File: config.mk
export PLATFORM = sky130hd
export DESIGN_NAME = adt7420_i2c_responder
export DESIGN_NICKNAME = d
export VERILOG_FILES = /design/src/rtl/adt7420_i2c_responder.sv
export SDC_FILE = /design/constraint.sdc
export NUM_CORES = 1
export LEC_CHECK = 0
export BUFFER_PORTS_ARGS = -buffer_cell sky130_fd_sc_hd__buf_2
export CORE_ASPECT_RATIO = 0.8
export CORE_MARGIN = 2
export CORE_UTILIZATION = 55
export DETAILED_ROUTE_END_ITERATION = 7
export PLACE_DENSITY_LB_ADDON = 0.2
export SLEW_MARGIN = 0
export SYNTH_ARGS = -nofsm -noshare
export SYNTH_HDL_FRONTEND = slang
export SYNTH_SLANG_ARGS = --single-unit
File: constraint.sdc
create_clock -name clk -period 5.2 [get_ports clk]
set_input_delay 1.56 -clock clk [delete_from_list [all_inputs] [get_ports clk]]
set_output_delay 1.56 -clock clk [all_outputs]
set_load 0.1 [all_outputs]
File: src/rtl/adt7420_i2c_responder.sv
// rtl/adt7420_i2c_responder.sv - I2C target emulating an ADT7420 temperature sensor
//
// Purpose: open-drain I2C target that serves a 13-bit temperature, a config register
// and an ID register, with a persistent auto-incrementing register pointer.
//
// Ports:
//   clk      in   system clock
//   rst      in   asynchronous active-low reset
//   scl_i    in   SCL pad input (asynchronous)
//   sda_i    in   SDA pad input (asynchronous)
//   sda_oe   out  1 = pull SDA low, 0 = release
//   temp_in  in   13-bit signed temperature, 0.0625 C/LSB
//   cfg_out  out  config register 0x03
//   busy     out  high from address match until STOP or repeated START
//   rd_done  out  1-cycle pulse when the master NACKs a read byte
module adt7420_i2c_responder #(
    parameter logic [6:0] DEV_ADDR = 7'h4B,
    parameter int         FILT     = 4,
    parameter logic [7:0] ID_VAL   = 8'hCB
) (
    input  logic        clk,
    input  logic        rst,
    input  logic        scl_i,
    input  logic        sda_i,
    output logic        sda_oe,
    input  logic [12:0] temp_in,
    output logic [7:0]  cfg_out,
    output logic        busy,
    output logic        rd_done
);

    localparam int CW = $clog2(FILT + 1);

    typedef enum logic [3:0] {
        S_IDLE,
        S_ADDR,
        S_ADDR_ACK,
        S_PTR,
        S_PTR_ACK,
        S_WR,
        S_WR_ACK,
        S_TX,
        S_MACK
    } state_t;

    // Index 0 = SCL, index 1 = SDA
    logic [1:0]    r_meta;
    logic [1:0]    r_sync;
    logic [1:0]    r_filt;
    logic [1:0]    r_filt_d;
    logic [CW-1:0] r_fcnt [2];
    logic          r_fall_d;

    state_t        r_state;
    logic          r_sda_oe;
    logic          r_busy;
    logic          r_rd_done;
    logic [7:0]    r_cfg;
    logic [7:0]    r_ptr;
    logic [7:0]    r_shift;
    logic [2:0]    r_bit_cnt;
    logic          r_rw;
    logic          r_ack_phase;
    logic          r_load;
    logic [15:0]   r_shadow;

    logic          w_scl;
    logic          w_sda;
    logic          w_scl_rise;
    logic          w_scl_fall;
    logic          w_start;
    logic          w_stop;
    logic [7:0]    w_byte_in;
    logic [7:0]    w_rd_byte;

    // Synchronizer plus stability filter: a new level is accepted only after it has
    // been seen on the synchronized pin for FILT consecutive cycles. Idle bus is high.
    always_ff @(posedge clk or negedge rst) begin
        if (!rst) begin
            r_meta    <= 2'b11;
            r_sync    <= 2'b11;
            r_filt    <= 2'b11;
            r_filt_d  <= 2'b11;
            r_fcnt[0] <= '0;
            r_fcnt[1] <= '0;
            r_fall_d  <= 1'b0;
        end else begin
            r_meta   <= {sda_i, scl_i};
            r_sync   <= r_meta;
            r_filt_d <= r_filt;
            r_fall_d <= w_scl_fall;
            for (int i = 0; i < 2; i++) begin
                if (r_sync[i] == r_filt[i]) begin
                    r_fcnt[i] <= '0;
                end else if (r_fcnt[i] == CW'(FILT - 1)) begin
                    r_filt[i] <= r_sync[i];
                    r_fcnt[i] <= '0;
                end else begin
                    r_fcnt[i] <= r_fcnt[i] + 1'b1;
                end
            end
        end
    end

    assign w_scl      = r_filt[0];
    assign w_sda      = r_filt[1];
    assign w_scl_rise = w_scl & ~r_filt_d[0];
    assign w_scl_fall = ~w_scl & r_filt_d[0];
    assign w_start    = w_scl & r_filt_d[0] & r_filt_d[1] & ~w_sda;
    assign w_stop     = w_scl & r_filt_d[0] & ~r_filt_d[1] & w_sda;
    assign w_byte_in  = {r_shift[6:0], w_sda};

    always_comb begin
        w_rd_byte = 8'h00;
        case (r_ptr)
            8'h00:   w_rd_byte = r_shadow[15:8];
            8'h01:   w_rd_byte = r_shadow[7:0];
            8'h02:   w_rd_byte = 8'h00;
            8'h03:   w_rd_byte = r_cfg;
            8'h0B:   w_rd_byte = ID_VAL;
            default: w_rd_byte = 8'h00;
        endcase
    end

    // SDA is only ever updated on r_fall_d, one clk after a filtered SCL fall, so the
    // target never moves SDA while SCL is high and cannot fake a START/STOP.
    always_ff @(posedge clk or negedge rst) begin
        if (!rst) begin
            r_state     <= S_IDLE;
            r_sda_oe    <= 1'b0;
            r_busy      <= 1'b0;
            r_rd_done   <= 1'b0;
            r_cfg       <= 8'h00;
            r_ptr       <= 8'h00;
            r_shift     <= 8'h00;
            r_bit_cnt   <= 3'd0;
            r_rw        <= 1'b0;
            r_ack_phase <= 1'b0;
            r_load      <= 1'b0;
            r_shadow    <= 16'h0000;
        end else begin
            r_rd_done <= 1'b0;
            if (w_start) begin
                r_state   <= S_ADDR;
                r_sda_oe  <= 1'b0;
                r_busy    <= 1'b0;
                r_bit_cnt <= 3'd0;
                r_load    <= 1'b0;
            end else if (w_stop) begin
                r_state  <= S_IDLE;
                r_sda_oe <= 1'b0;
                r_busy   <= 1'b0;
            end else begin
                case (r_state)
                    S_IDLE: begin
                    end
                    S_ADDR, S_PTR, S_WR: begin
                        if (w_scl_rise) begin
                            r_shift   <= w_byte_in;
                            r_bit_cnt <= r_bit_cnt + 3'd1;
                            if (r_bit_cnt == 3'd7) begin
                                r_ack_phase <= 1'b0;
                                case (r_state)
                                    S_ADDR: begin
                                        if (w_byte_in[7:1] == DEV_ADDR) begin
                                            r_state <= S_ADDR_ACK;
                                            r_rw    <= w_byte_in[0];
                                            r_busy  <= 1'b1;
                                            // Snapshot keeps MSB/LSB coherent for the whole read
                                            if (w_byte_in[0]) begin
                                                r_shadow <= {temp_in, 3'b000};
                                            end
                                        end else begin
                                            r_state <= S_IDLE;
                                            r_busy  <= 1'b0;
                                        end
                                    end
                                    S_PTR: begin
                                        r_ptr   <= w_byte_in;
                                        r_state <= S_PTR_ACK;
                                    end
                                    default: begin
                                        if (r_ptr == 8'h03) begin
                                            r_cfg <= w_byte_in;
                                        end
                                        r_ptr   <= r_ptr + 8'd1;
                                        r_state <= S_WR_ACK;
                                    end
                                endcase
                            end
                        end
                    end
                    // First fall after the 8th bit: pull SDA low. Second fall (after the
                    // 9th clock): release, or put the first read bit straight on the bus.
                    S_ADDR_ACK, S_PTR_ACK, S_WR_ACK: begin
                        if (r_fall_d) begin
                            if (!r_ack_phase) begin
                                r_sda_oe    <= 1'b1;
                                r_ack_phase <= 1'b1;
                            end else begin
                                r_ack_phase <= 1'b0;
                                r_bit_cnt   <= 3'd0;
                                if (r_state == S_ADDR_ACK && r_rw) begin
                                    r_state  <= S_TX;
                                    r_sda_oe <= ~w_rd_byte[7];
                                    r_shift  <= {w_rd_byte[6:0], 1'b0};
                                end else begin
                                    r_sda_oe <= 1'b0;
                                    r_state  <= (r_state == S_ADDR_ACK) ? S_PTR : S_WR;
                                end
                            end
                        end
                    end
                    S_TX: begin
                        if (r_fall_d) begin
                            if (r_load) begin
                                r_sda_oe <= ~w_rd_byte[7];
                                r_shift  <= {w_rd_byte[6:0], 1'b0};
                                r_load   <= 1'b0;
                            end else begin
                                r_sda_oe <= ~r_shift[7];
                                r_shift  <= {r_shift[6:0], 1'b0};
                            end
                        end
                        if (w_scl_rise) begin
                            r_bit_cnt <= r_bit_cnt + 3'd1;
                            if (r_bit_cnt == 3'd7) begin
                                r_state <= S_MACK;
                            end
                        end
                    end
                    S_MACK: begin
                        if (r_fall_d) begin
                            r_sda_oe <= 1'b0;
                        end
                        if (w_scl_rise) begin
                            if (!w_sda) begin
                                r_ptr   <= r_ptr + 8'd1;
                                r_load  <= 1'b1;
                                r_state <= S_TX;
                            end else begin
                                r_rd_done <= 1'b1;
                                r_state   <= S_IDLE;
                            end
                        end
                    end
                    default: r_state <= S_IDLE;
                endcase
            end
        end
    end

    assign sda_oe  = r_sda_oe;
    assign busy    = r_busy;
    assign rd_done = r_rd_done;
    assign cfg_out = r_cfg;

endmodule

==> summary.txt <==
maxcap violations = 0
number of port buffers = 27
critical-path cell list = buf_2
Compound-Gate Fraction of Synth Area = 15.5%
area delta synth->final = 8.26%
Worst setup SP type = register
worst path bufs/invs = 1
crit path max fanout = 3
Largest stage delay, worst path = 0.44 ns
DRC = 0
hold_buf cts = 0
Yosys cell types = 61
CTS tree = yes
RSZ-0062 raised after global routing = false
routed len/inst = 16.8 um
Yosys reg bits = 65
die width = 93.4 um
fin crit share = 52.7%
vias in the first global route = 2340
Crit. End Element = primary output
Yosys warning count = 0
final RePlAce weighted congestion = 0.863
# diodes = 0
cell family with most CP delay = buffers and inverters
fmax = 365 MHz
CTS root buf = clkbuf_8
Antenna Nets Post-Route = 0
Worst EP required = 3.64 ns
Core ar. = 6280 um^2
reg2reg path depth = 5
CP max stage cell = buf_2
PD cells = 445 nW/um^2
share of the core filled with cells = 60.6%
post-synthesis cell area = 3510 um^2
fraction of registers with async set/reset = 100%
# rows = 26
Final Hold Viols = 0
# nets final = 366
status = complete, no violations
total negative slack = 0 ns
Tmin final = 2.74 ns
Worst Hold Depth = 0
Crit Path Category = register to primary output
Gates resized, CTS repair = 0
commonest non-fill, non-tap cells in the layout = 57 x dfrtp_1, 31 x nand2_1, 27 x buf_2
initial DRC count = 230
placed instance area = 3610 um^2
GRT overflow = 0
DPL Wire Length = 5.02 mm
Worst Max-Slew Pin Slew = 0.713 ns
Routed WL = 7.22 mm
initial antenna violation count = 0
final setup vio count = 0
most common cell after layout, fill and taps aside = dfrtp_1
design area = 3800 um^2
post-CTS setup buffers = 0
hold crit path type = register to register
clock latency at the later pin of the worst-skew pair = 0.35 ns
via count = 2585
Post-Syn Area per Cell = 10.9 um^2
maximum vdd ir drop = 0.271 mV
H-tree depth = 3
Synth Area in Adders = 2.49%
Syn Inst Count = 321
mux share of post-synthesis cell area = 11.9%
Post-synth EDFFs = 0
Slew Limit Fails = 0
Die Ht = 75.5 um
post-synthesis simple-gate area fraction = 17.6%
Num CTS Buffers = 9
layout cells sized above 1 = 26.8%
clock tree buffer depth = 2
largest family of logic cells by synthesized area = simple AND/OR/NAND/NOR gates
Die ar. = 7050 um^2
Post-Synth XOR/XNOR Area = 0.748%
Reg clk slew, reported paths = 0.08 ns
largest net degree at the start of global routing = 36
register area share after synthesis = 46.6%
global-route wire length before repair = 11.9 mm
WP depth = 1
prevailing post-synth register cell = dfrtp_1
Worst EP arrival = 1.18 ns
leakage power = 1.80 nW
Synth Net Count = 345
Slew headroom = 51.8%
Fillers = 513
GR Util All Layers = 22.2%
top-level I/O count = 28
Via density = 6.00
Starting Density = 56.0%
Pre-antenna DRT Iters = 5
clk sinks = 65
Worst Clk Skew = 0.00892 ns
cells in the mapped netlist (all sizes together), types with 3 or more instances:
cell type | count | area (um^2)
a21oi | 15 | 75.1
clkbuf | 6 | 22.5
mux2i | 4 | 40.0
dfstp | 8 | 210
a211oi | 5 | 50.1
and3 | 5 | 32.5
nor2 | 14 | 52.6
nor2b | 8 | 50.1
a31oi | 3 | 33.8
o31ai | 3 | 22.5
dfrtp | 57 | 1430
o21ai | 21 | 105
a22oi | 5 | 37.5
nor3b | 6 | 50.1
a22o | 4 | 35.0
buf | 12 | 129
nor4b | 3 | 26.3
nand3 | 15 | 87.6
o22ai | 7 | 43.8
nand2b | 6 | 40.0
mux2 | 29 | 379
nor3 | 9 | 45.0
a2111oi | 3 | 45.1
nand2 | 31 | 116
and2 | 3 | 22.5
ha | 7 | 87.6
inv | 8 | 30.0
stage by stage:
stage	power, mW	cells	hold WS, ns	setup WS, ns
final	1.69	431	0.357	2.46
after global routing	1.80	431	0.367	2.38
after CTS	1.70	431	0.358	2.45
after detailed placement	1.27	415	0.347	2.55
after global placement	1.25	415	0.346	2.58
after floorplan	1.19	321	0.345	2.73
layout make-up:
cell class | instances | area [um^2] | area share, %
flip-flops and latches | 65 | 1640 | 43.0
multi-input cells | 230 | 1700 | 44.6
repair buffers | 28 | 143 | 3.75
inverters | 8 | 30.0 | 0.789
well taps | 84 | 105 | 2.76
clock inverters | 6 | 66.3 | 1.74
clock buffers | 10 | 128 | 3.36
registers in the layout, summed over array words and instances, names as in the netlist, 2 cells and up:
name	cells
r_bit_cnt	3
r_shift	8
r_fcnt	6
r_sync	2
r_shadow	13
r_meta	2
r_ptr	8
r_filt	2
cfg_out	8
r_filt_d	2
r_state	4
per-layer routing:
metal	track usage (%)	share of wire, %
met5	0	0
met4	6.21	1.4
met3	6.73	6.6
met2	31.4	43
met1	33.2	49
cells by family (layout without fill, tap and decap cells):
| kind of cell | count (synthesis) | after routing |
|---|---|---|
| DFF | 65 | 65 |
| AOI/OAI and AO/OA | 77 | 77 |
| adders and majority gates | 7 | 7 |
| xor gates and xnor gates | 3 | 3 |
| buffers and inverters | 26 | 52 |
| muxes | 33 | 33 |
| and+or+nand+nor | 110 | 110 |
worst paths after layout:
check / slack, ns / startpoint / to
max in group asynchronous: 2.99 / rst / r_filt_d[0]
worst max-delay path: 2.46 / cfg_out[4] / cfg_out[4]
min in group asynchronous: 1.26 / rst / r_ptr[3]
worst min register to register: 0.36 / r_meta[0] / r_sync[0]
worst min-delay path: 0.36 / r_meta[0] / r_sync[0]
worst max register to register: 2.64 / r_state[3] / r_ptr[3]
where the power goes:
part,total [mW],switching [mW],leakage [nW],internal (mW)
Clock,0.426,0.203,0.101,0.223
Sequential,0.765,0.157,0.832,0.608
Combinational,0.499,0.266,0.863,0.234
(Power assumes the default switching activity.)
